<file path="src/rtl/ifetch_queue_if.sv">
// Bus between the instruction prefetch queue, instruction memory, ID (redirect) and IF (deq/head).
// The master modport is the queue side; slave is the environment it talks to.
interface ifetch_queue_if;
    logic        imem_req;
    logic [31:0] imem_addr;
    logic        imem_ack;
    logic [31:0] imem_rdata;
    logic        redirect;
    logic [31:0] redirect_pc;
    logic        deq;
    logic        valid;
    logic [31:0] instr;
    logic [31:0] pc;

    modport master (
        output imem_req, imem_addr, valid, instr, pc,
        input  imem_ack, imem_rdata, redirect, redirect_pc, deq
    );

    modport slave (
        input  imem_req, imem_addr, valid, instr, pc,
        output imem_ack, imem_rdata, redirect, redirect_pc, deq
    );
endinterface

</file>
<file path="src/rtl/ifetch_queue.sv">
// Instruction prefetch queue: sequential req/ack fetches into a DEPTH-entry {pc, instr} ring.
// Define IFQ_BYPASS_EN to present an acked word combinationally when the queue is empty.
module ifetch_queue #(
    parameter int          DEPTH    = 4,
    parameter logic [31:0] RESET_PC = 32'h0000_3000
) (
    input  logic           clk,
    input  logic           reset,
    ifetch_queue_if.master bus
);
    localparam int PTR_W = $clog2(DEPTH);
    localparam int CNT_W = PTR_W + 1;
    localparam logic [CNT_W-1:0] CNT_FULL = CNT_W'(DEPTH);

    typedef enum logic {S_FETCH, S_DROP} state_e;

    state_e           state_q, state_d;
    logic [31:0]      fpc_q, fpc_d;
    logic [31:0]      saved_pc_q, saved_pc_d;
    logic [PTR_W-1:0] rd_ptr_q, rd_ptr_d;
    logic [PTR_W-1:0] wr_ptr_q, wr_ptr_d;
    logic [CNT_W-1:0] count_q, count_d;
    logic [31:0]      hold_pc_q, hold_instr_q;
    logic [63:0]      buf_q [DEPTH];

    logic        req, fire, push, pop, flush, bypass, nonempty, valid;
    logic [31:0] rpc, pc_out, instr_out;
    logic [63:0] head;

    assign rpc      = bus.redirect_pc & ~32'h3;
    assign flush    = bus.redirect;
    assign nonempty = (count_q != '0);
    assign fire     = req & bus.imem_ack;
    assign head     = buf_q[rd_ptr_q];

`ifdef IFQ_BYPASS_EN
    assign bypass = (state_q == S_FETCH) & fire & ~flush & ~nonempty;
`else
    assign bypass = 1'b0;
`endif

    // A bypassed word consumed in the same cycle never lands in the ring.
    assign push = (state_q == S_FETCH) & fire & ~flush & ~(bypass & bus.deq);
    assign pop  = bus.deq & nonempty & ~flush;

    always_ff @(posedge clk or posedge reset) begin
        if (reset) state_q <= S_FETCH;
        else       state_q <= state_d;
    end

    always_comb begin
        state_d    = state_q;
        fpc_d      = fpc_q;
        saved_pc_d = saved_pc_q;
        case (state_q)
            S_FETCH: begin
                if (flush) begin
                    // A pending request cannot be withdrawn; ride it out in DROP.
                    if (req && !bus.imem_ack) begin
                        state_d    = S_DROP;
                        saved_pc_d = rpc;
                    end else begin
                        fpc_d = rpc;
                    end
                end else if (fire) begin
                    fpc_d = fpc_q + 32'd4;
                end
            end
            S_DROP: begin
                if (flush) saved_pc_d = rpc;
                if (bus.imem_ack) begin
                    state_d = S_FETCH;
                    fpc_d   = flush ? rpc : saved_pc_q;
                end
            end
            default: state_d = S_FETCH;
        endcase
    end

    always_comb begin
        req = 1'b0;
        case (state_q)
            S_FETCH: req = (count_q != CNT_FULL);
            S_DROP:  req = 1'b1;
            default: req = 1'b0;
        endcase
        if (reset) req = 1'b0;
    end

    always_comb begin
        rd_ptr_d = rd_ptr_q;
        wr_ptr_d = wr_ptr_q;
        count_d  = count_q;
        if (flush) begin
            wr_ptr_d = rd_ptr_q;
            count_d  = '0;
        end else begin
            if (push) wr_ptr_d = wr_ptr_q + PTR_W'(1);
            if (pop)  rd_ptr_d = rd_ptr_q + PTR_W'(1);
            count_d = count_q + CNT_W'(push) - CNT_W'(pop);
        end
    end

    always_ff @(posedge clk or posedge reset) begin
        if (reset) begin
            fpc_q        <= RESET_PC;
            saved_pc_q   <= RESET_PC;
            rd_ptr_q     <= '0;
            wr_ptr_q     <= '0;
            count_q      <= '0;
            hold_pc_q    <= RESET_PC;
            hold_instr_q <= '0;
        end else begin
            fpc_q      <= fpc_d;
            saved_pc_q <= saved_pc_d;
            rd_ptr_q   <= rd_ptr_d;
            wr_ptr_q   <= wr_ptr_d;
            count_q    <= count_d;
            // Remember whatever was last shown so the head holds once valid drops.
            if (valid) begin
                hold_pc_q    <= pc_out;
                hold_instr_q <= instr_out;
            end
        end
    end

    always_ff @(posedge clk) begin
        if (push) buf_q[wr_ptr_q] <= {fpc_q, bus.imem_rdata};
    end

    always_comb begin
        valid     = nonempty | bypass;
        pc_out    = hold_pc_q;
        instr_out = hold_instr_q;
        if (nonempty) begin
            pc_out    = head[63:32];
            instr_out = head[31:0];
        end else if (bypass) begin
            pc_out    = fpc_q;
            instr_out = bus.imem_rdata;
        end
    end

    assign bus.imem_req  = req;
    assign bus.imem_addr = fpc_q;
    assign bus.valid     = valid;
    assign bus.pc        = pc_out;
    assign bus.instr     = instr_out;
endmodule
</file>
<file path="src/flat_wrapper.sv">
// flat-port wrapper written by rule: the top's interface ports become plain ports
module ifetch_queue_flat 
#(
    parameter int          DEPTH    = 4,
    parameter logic [31:0] RESET_PC = 32'h0000_3000
)
  (clk, reset, bus_imem_req, bus_imem_addr, bus_valid, bus_instr, bus_pc, bus_imem_ack, bus_imem_rdata, bus_redirect, bus_redirect_pc, bus_deq);
  ifetch_queue_if bus_i ();
  input  logic clk;
  input  logic reset;
  output wire logic [$bits(bus_i.imem_req)-1:0] bus_imem_req;
  output wire logic [$bits(bus_i.imem_addr)-1:0] bus_imem_addr;
  output wire logic [$bits(bus_i.valid)-1:0] bus_valid;
  output wire logic [$bits(bus_i.instr)-1:0] bus_instr;
  output wire logic [$bits(bus_i.pc)-1:0] bus_pc;
  input wire logic [$bits(bus_i.imem_ack)-1:0] bus_imem_ack;
  input wire logic [$bits(bus_i.imem_rdata)-1:0] bus_imem_rdata;
  input wire logic [$bits(bus_i.redirect)-1:0] bus_redirect;
  input wire logic [$bits(bus_i.redirect_pc)-1:0] bus_redirect_pc;
  input wire logic [$bits(bus_i.deq)-1:0] bus_deq;
  assign bus_imem_req = bus_i.imem_req;
  assign bus_imem_addr = bus_i.imem_addr;
  assign bus_valid = bus_i.valid;
  assign bus_instr = bus_i.instr;
  assign bus_pc = bus_i.pc;
  assign bus_i.imem_ack = bus_imem_ack;
  assign bus_i.imem_rdata = bus_imem_rdata;
  assign bus_i.redirect = bus_redirect;
  assign bus_i.redirect_pc = bus_redirect_pc;
  assign bus_i.deq = bus_deq;
  ifetch_queue #(.DEPTH(DEPTH), .RESET_PC(RESET_PC)) u_core (.clk(clk), .reset(reset), .bus(bus_i));
endmodule
</file>
<file path="config.mk">
export PLATFORM = sky130hd
export DESIGN_NAME = ifetch_queue_flat
export DESIGN_NICKNAME = d
export VERILOG_FILES = /design/src/rtl/ifetch_queue_if.sv /design/src/rtl/ifetch_queue.sv /design/src/flat_wrapper.sv
export SDC_FILE = /design/constraint.sdc
export NUM_CORES = 1
export LEC_CHECK = 0
export ABC_CLOCK_PERIOD_IN_PS = 4900
export CAP_MARGIN = 0
export CORE_ASPECT_RATIO = 2
export CORE_MARGIN = 2
export CORE_UTILIZATION = 38
export CTS_CLUSTER_SIZE = 30
export DETAILED_ROUTE_END_ITERATION = 6
export PLACE_DENSITY = 0.67
export SYNTH_ARGS = -nofsm -noshare
export SYNTH_HDL_FRONTEND = slang
export SYNTH_SLANG_ARGS = --single-unit
</file>
<file path="constraint.sdc">
create_clock -name clk -period 4.9 [get_ports clk]
set_input_delay 0.98 -clock clk [delete_from_list [all_inputs] [get_ports clk]]
set_output_delay 0.98 -clock clk [all_outputs]
set_load 0.01 [all_outputs]
</file>
# Word level (Yosys, flattened, before mapping)

Memories as Yosys holds them, arrays and structs flattened.
Index checks and enable logic that the tools add are counted.

Memory bits (writable): 256
Flip-flop bits (word level): 136
Bits of input ports: 69
Memories: 1
Word-level logic and storage cells: 56
Output and inout bits: 98

Memories:

| name         | depth | width | read ports | clocked after memory_dff | write ports | line               | source |
|---|---|---|---|---|---|---|---|
| u_core.buf_q | 4     | 64    | 1          | 0                        | 1           | ifetch_queue.sv:24 | `logic [63:0] buf_q [DEPTH];` |

Bitwise gates (word level): 7
Mux-type cells: 22
Eq/ne operators: 6
$add $sub $neg: 5
Reduce and logical (&&, ||, !) cells: 7

Operator list:

| cell                                                  | number |
|---|---|
| two-way mux 32 bit                                    | 9 |
| one-hot mux 32 bit (2 select lines)                   | 2 |
| adder 32 x 3 -> 32 bit, second input constant         | 1 |
| two-way mux 1 bit                                     | 6 |
| inequality test 2 bit, second input constant          | 3 |
| inequality test 3 bit, second input constant          | 2 |
| AND 1 bit                                             | 5 |
| adder 2 x 1 -> 2 bit, second input constant           | 2 |
| two-way mux 2 bit                                     | 2 |
| one-hot mux 1 bit (2 select lines)                    | 2 |
| AND reduction 2 bit                                   | 2 |
| adder 3 x 1 -> 3 bit                                  | 1 |
| two-way mux 3 bit                                     | 1 |
| inequality test 3 x 2 -> 1 bit, second input constant | 1 |
| AND reduction 3 bit                                   | 1 |
| nonzero test 3 bit                                    | 1 |
| subtractor 3 x 1 -> 3 bit                             | 1 |
| inverter 1 bit                                        | 2 |
| nonzero test 2 bit                                    | 1 |
| logical AND 1 bit                                     | 1 |
| zero test 1 bit                                       | 1 |

# Logic depth before layout (Yosys ltp)

Word-level depth: 9
Depth in mapped cells: 11
Mapped depth without buffers: 10

# Worst setup path after synthesis

No wires, ideal clock.

Path kind: input -> register
Start point: input reset
End point: register u_core.fpc_q[27], in the netlist u_core.bus.imem_addr[27]
Cell stages on the path: 6
Setup time: 0.132 ns
Arrival time: 5.043 ns
Buffers on the path: 1
Data required time: 4.768 ns
Slack: -0.275 ns
Cells stage by stage: inv_1 a21oi_2 a21o_1 buf_2 a222oi_1 nand3_1

Longest elaborated chain between the ends: 4
Elaborated cells between the ends (all ways): 6
Those cells by class: 2 x eq/ne; 1 x mux; 1 x bitwise; 2 x reduce/logical

RTL lines:

| item                                                                              | line                                   | source |
|---|---|---|
| from (decl)                                                                       | flat_wrapper.sv:10                     | `input logic reset;` |
| two-way mux 1 bit (*)                                                             | ifetch_queue.sv:87                     | `if (reset) req = 1'b0;` |
| AND 1 bit or logical AND 1 bit (tied branches)                                    | ifetch_queue.sv:33, ifetch_queue.sv:59 |  |
| inequality test 3 x 2 -> 1 bit (no line) or inequality test 3 bit (tied branches) | --                                     |  |
| AND reduction 3 bit (no line) (*)                                                 | --                                     |  |
| to (signal assigned)                                                              | ifetch_queue.sv:114                    | `fpc_q <= fpc_d;` |
| to (decl)                                                                         | ifetch_queue.sv:18                     | `logic [31:0] fpc_q, fpc_d;` |

Mark *: on every way between the ends. The rest lies on a longest branch, timed or not.
A chain may end at the register's enable or synchronous reset.

# Worst setup path in the final report

Start point: register u_core.count_q[1]
End point: output bus_instr[5]

Longest elaborated chain between the ends: 2

RTL lines:

| item                   | line                | source |
|---|---|---|
| from (decl)            | ifetch_queue.sv:22  | `logic [CNT_W-1:0] count_q, count_d;` |
| from (signal assigned) | ifetch_queue.sv:118 | `count_q <= count_d;` |
| nonzero test 3 bit     | ifetch_queue.sv:32  | `assign nonempty = (count_q != '0);` |
| two-way mux 32 bit     | ifetch_queue.sv:135 | `if (nonempty) begin` |
| to (decl)              | flat_wrapper.sv:14  | `output wire logic [$bits(bus_i.instr)-1:0] bus_instr;` |

Every way passes these cells.

==> run summary <==
STATUS
-----------------------------------------------------------------------------------------
Status                                                                       complete, no violations

FLOORPLANNING
-----------------------------------------------------------------------------------------
Core Area                                                                    0.04257 sq mm
Top-level I/O count                                                                   167
Effective utilization at floorplan                                                 0.3843
Number of standard-cell rows in the floorplan                                         107
DIE WIDTH                                                                        150.7 um
Floorplan die height                                                             297.5 um
Die Footprint                                                                0.04483 sq mm

CTS
-----------------------------------------------------------------------------------------
Worst-Skew Late Latency                                                            550 ps
Total of cells resized after clock tree synthesis                                       0
Clock tree from TritonCTS                                                             yes
Clock-pin slew on the worst setup and hold paths                                    60 ps
CTS Sinks                                                                             392
CTS Root Cell                                                                   clkbuf_16
Number of levels in the clock H-tree                                                    2
Num CTS Buffers                                                                        36
Maximum number of buffers from clock root to sink                                       3
Number of hold-repair buffers added at the cts stage                                    0
Post CTS Setup Buffer Count                                                             0

ROUTING
-----------------------------------------------------------------------------------------
Final Routed Wirelength                                                         36,480 um
Remaining DRCs                                                                          0
First drt pass iteration count                                                          5
Total via count after detailed routing                                              9,057
Count of routing violations after the opening detailed-route iteration                393
Number of vias per cell                                                             5.331
Routed wire per std cell                                                         21.47 um
Final ANT Viol Nets                                                                     0

TIMING
-----------------------------------------------------------------------------------------
Least-Margin Pin Slew                                                            896.7 ps
Post-route clock period utilization                                                0.8578
Max Slew Vio Count                                                                      0
Max-Slew Margin vs Limit                                                           0.4022
Endpoints failing hold                                                                  0
Setup TNS                                                                            0 ps
Unrepaired setup endpoints after global routing                                        no
Tmin final                                                                        4203 ps
Number of setup violations in the final report                                          0
Clock Skews                                                                      30.28 ps
Highest Clock Rate                                                             0.2379 GHz
Setup slack after layout                                                         696.8 ps

SYNTHESIS
-----------------------------------------------------------------------------------------
Register area share after synthesis                                                0.6783
Cells after Synth                                                                     949
Library cell occupying the most area in the post-synthesis netlist               edfxtp_1
Largest cells by area after synthesis                                        edfxtp_1, dfrtp_1, mux2_2
Syn Std Cell Area                                                            0.01636 sq mm
Synth unique cells                                                                     58
Commonest cells in the netlist                                               edfxtp_1, mux2_2, dfrtp_1
Count leader, synth                                                              edfxtp_1
Fraction of synthesized cell area taken by the top area cell type                  0.4698
Proportion of register bits with asynchronous set or reset after synthesis         0.3469
Number of nets in the synthesized netlist                                           1,026
Warnings, synthesis                                                                     0
Count of state elements after synthesis                                               392
Avg Synthesized Cell Area                                                     17.24 sq um
Post-synth EDFFs                                                                      256
Leading register cell type out of synthesis                                      edfxtp_1

POWER
-----------------------------------------------------------------------------------------
Power per cell area                                                          612.6 mW/mm^2
Peak supply drop                                                                0.3308 mV
Leakage power of the design                                                      6.997 nW

GRT
-----------------------------------------------------------------------------------------
Total global-route track usage                                                     0.1644
Largest net degree at the start of global routing                                     137
Total global routing overflow                                                           0
Vias in the first global route                                                      9,522
First-pass GRT wire length                                                      55,630 um
Initial antenna violation count                                                         0

SETUP PATH
-----------------------------------------------------------------------------------------
CP max FO                                                                              61
Element type at the critical path end                                        primary output
Arrival time reported for the critical path endpoint                              3220 ps
Critical path startpoint category                                                register
Worst-case reg-to-reg path depth                                                        6
Critical path type                                                             reg -> out
R2r startpoint                                                               u_core.state_q
Worst reg2reg setup slack                                                         1790 ps
Req. time, crit path                                                              3920 ps
Worst reg2reg endpoint                                                       u_core.buf_q[3][21]

LAYOUT
-----------------------------------------------------------------------------------------
Multi-input gate area                                                        0.005036 sq mm
Cell Count, Final, Fillers Out                                                      1,699
Number of fill cells                                                                3,712
Sequential cell area                                                         0.01111 sq mm
Synthesis-to-finish area growth                                                    22.37%
N_diodes                                                                                0
Nets                                                                                1,203
Fraction of final layout cells sized beyond drive strength 1                       0.2808

PLACE
-----------------------------------------------------------------------------------------
Routability-driven placement congestion ratio                                      0.8475
Placed Instances                                                                    1,633
Number of port buffers                                                                164
Place WS                                                                         769.2 ps
Detailed Place HPWL                                                             23,640 um

WORST HOLD PATH
-----------------------------------------------------------------------------------------
Min-delay worst type                                                           reg -> reg
Worst Hold Path EP                                                           u_core.bus.imem_addr[11]
Hold wc startpoint                                                           u_core.saved_pc_q[11]
Number of cells on the worst hold path                                                  2

JOB
-----------------------------------------------------------------------------------------
Max cap viols                                                                           0

==> layout make-up <==
class / count / area share
multi-input cells: 498 / 0.2515
clock buffers: 50 / 0.05012
well taps: 545 / 0.03406
repair buffers: 186 / 0.09524
flip-flops and latches: 392 / 0.5547
clock inverters: 16 / 0.01194
inverters: 12 / 0.002437
==> critical path: stages, from the launching register on <==
cell and delay (ps):
dfrtp_1 510, or3_4 780, buf_4 490, mux2_2 400, clkdlybuf4s50_1 480
==> per-layer routing <==
layer  up-vias  wire length, um  track usage
met5         -                0            0
met4         0             1548      0.07699
met3        66             1320      0.02040
met2       230            20210       0.3066
met1      4686            13400       0.1810
li1       4075                -            -
==> kinds of logic after synthesis <==
logic type	Yosys count	share of synthesized area
muxes	233	0.2036
DFF	392	0.6783
and+or+nand+nor	134	0.04359
adders and majority gates	8	0.006576
AOI/OAI and AO/OA	103	0.04244
buffers and inverters	59	0.01484
xor gates and xnor gates	20	0.01071
==> power breakdown <==
| group | internal (mW) | switching (mW) |
|---|---|---|
| Sequential | 4.27 | 0.570 |
| Clock | 1.71 | 1.22 |
| Combinational | 2.61 | 1.87 |
==> registers in the layout, summed over array words and instances, names as in the netlist <==
name	flops
u_core.bus.imem_addr	32
u_core.hold_instr_q	32
u_core.saved_pc_q	32
u_core.wr_ptr_q	2
u_core.count_q	3
u_core.buf_q	256
u_core.state_q	1
u_core.hold_pc_q	32
u_core.rd_ptr_q	2
==> placed cells by master (no fill, tap or decap), types with 6 or more instances in the layout <==
cell type	count
nand4_1	8
xnor2_1	7
clkbuf_1	9
o21ai_0	25
a22oi_1	6
o211ai_1	7
mux2i_1	11
mux2_2	158
ha_1	7
clkdlybuf4s50_1	164
mux4_2	64
clkbuf_16	36
edfxtp_1	256
nand2_1	36
dfrtp_1	128
nor2_1	34
dfstp_2	6
xor2_1	13
buf_4	14
buf_12	8
nand3_1	17
a21oi_1	22
a221oi_1	6
inv_1	11
==> per-stage QoR <==
stage,util,power [mW],cell area [sq um],hold WS [ps]
2_1_floorplan,-,7.510,16370,433.1
3_3_place_gp,0.4411,9.381,18780,450.1
3_5_place_dp,0.4411,9.505,18780,461.1
4_1_cts,0.4703,12.48,20020,477.8
5_1_grt,0.4703,12.93,20020,499.0
6_report,0.4703,12.27,20020,474.3
==> worst max path at each step <==
stage,startpoint,endpoint,slack (ps),cells past startpoint
4_1_cts,u_core.count_q[1],bus_instr[5],600,4
3_3_place_gp,bus_imem_ack,u_core.buf_q[3][22],810,6
5_1_grt,u_core.count_q[1],bus_instr[5],480,4
3_5_place_dp,bus_imem_ack,u_core.buf_q[3][24],770,6
6_report,u_core.count_q[1],bus_instr[5],700,4
2_1_floorplan,reset,u_core.bus.imem_addr[9],630,6
(Power assumes the default switching activity.)
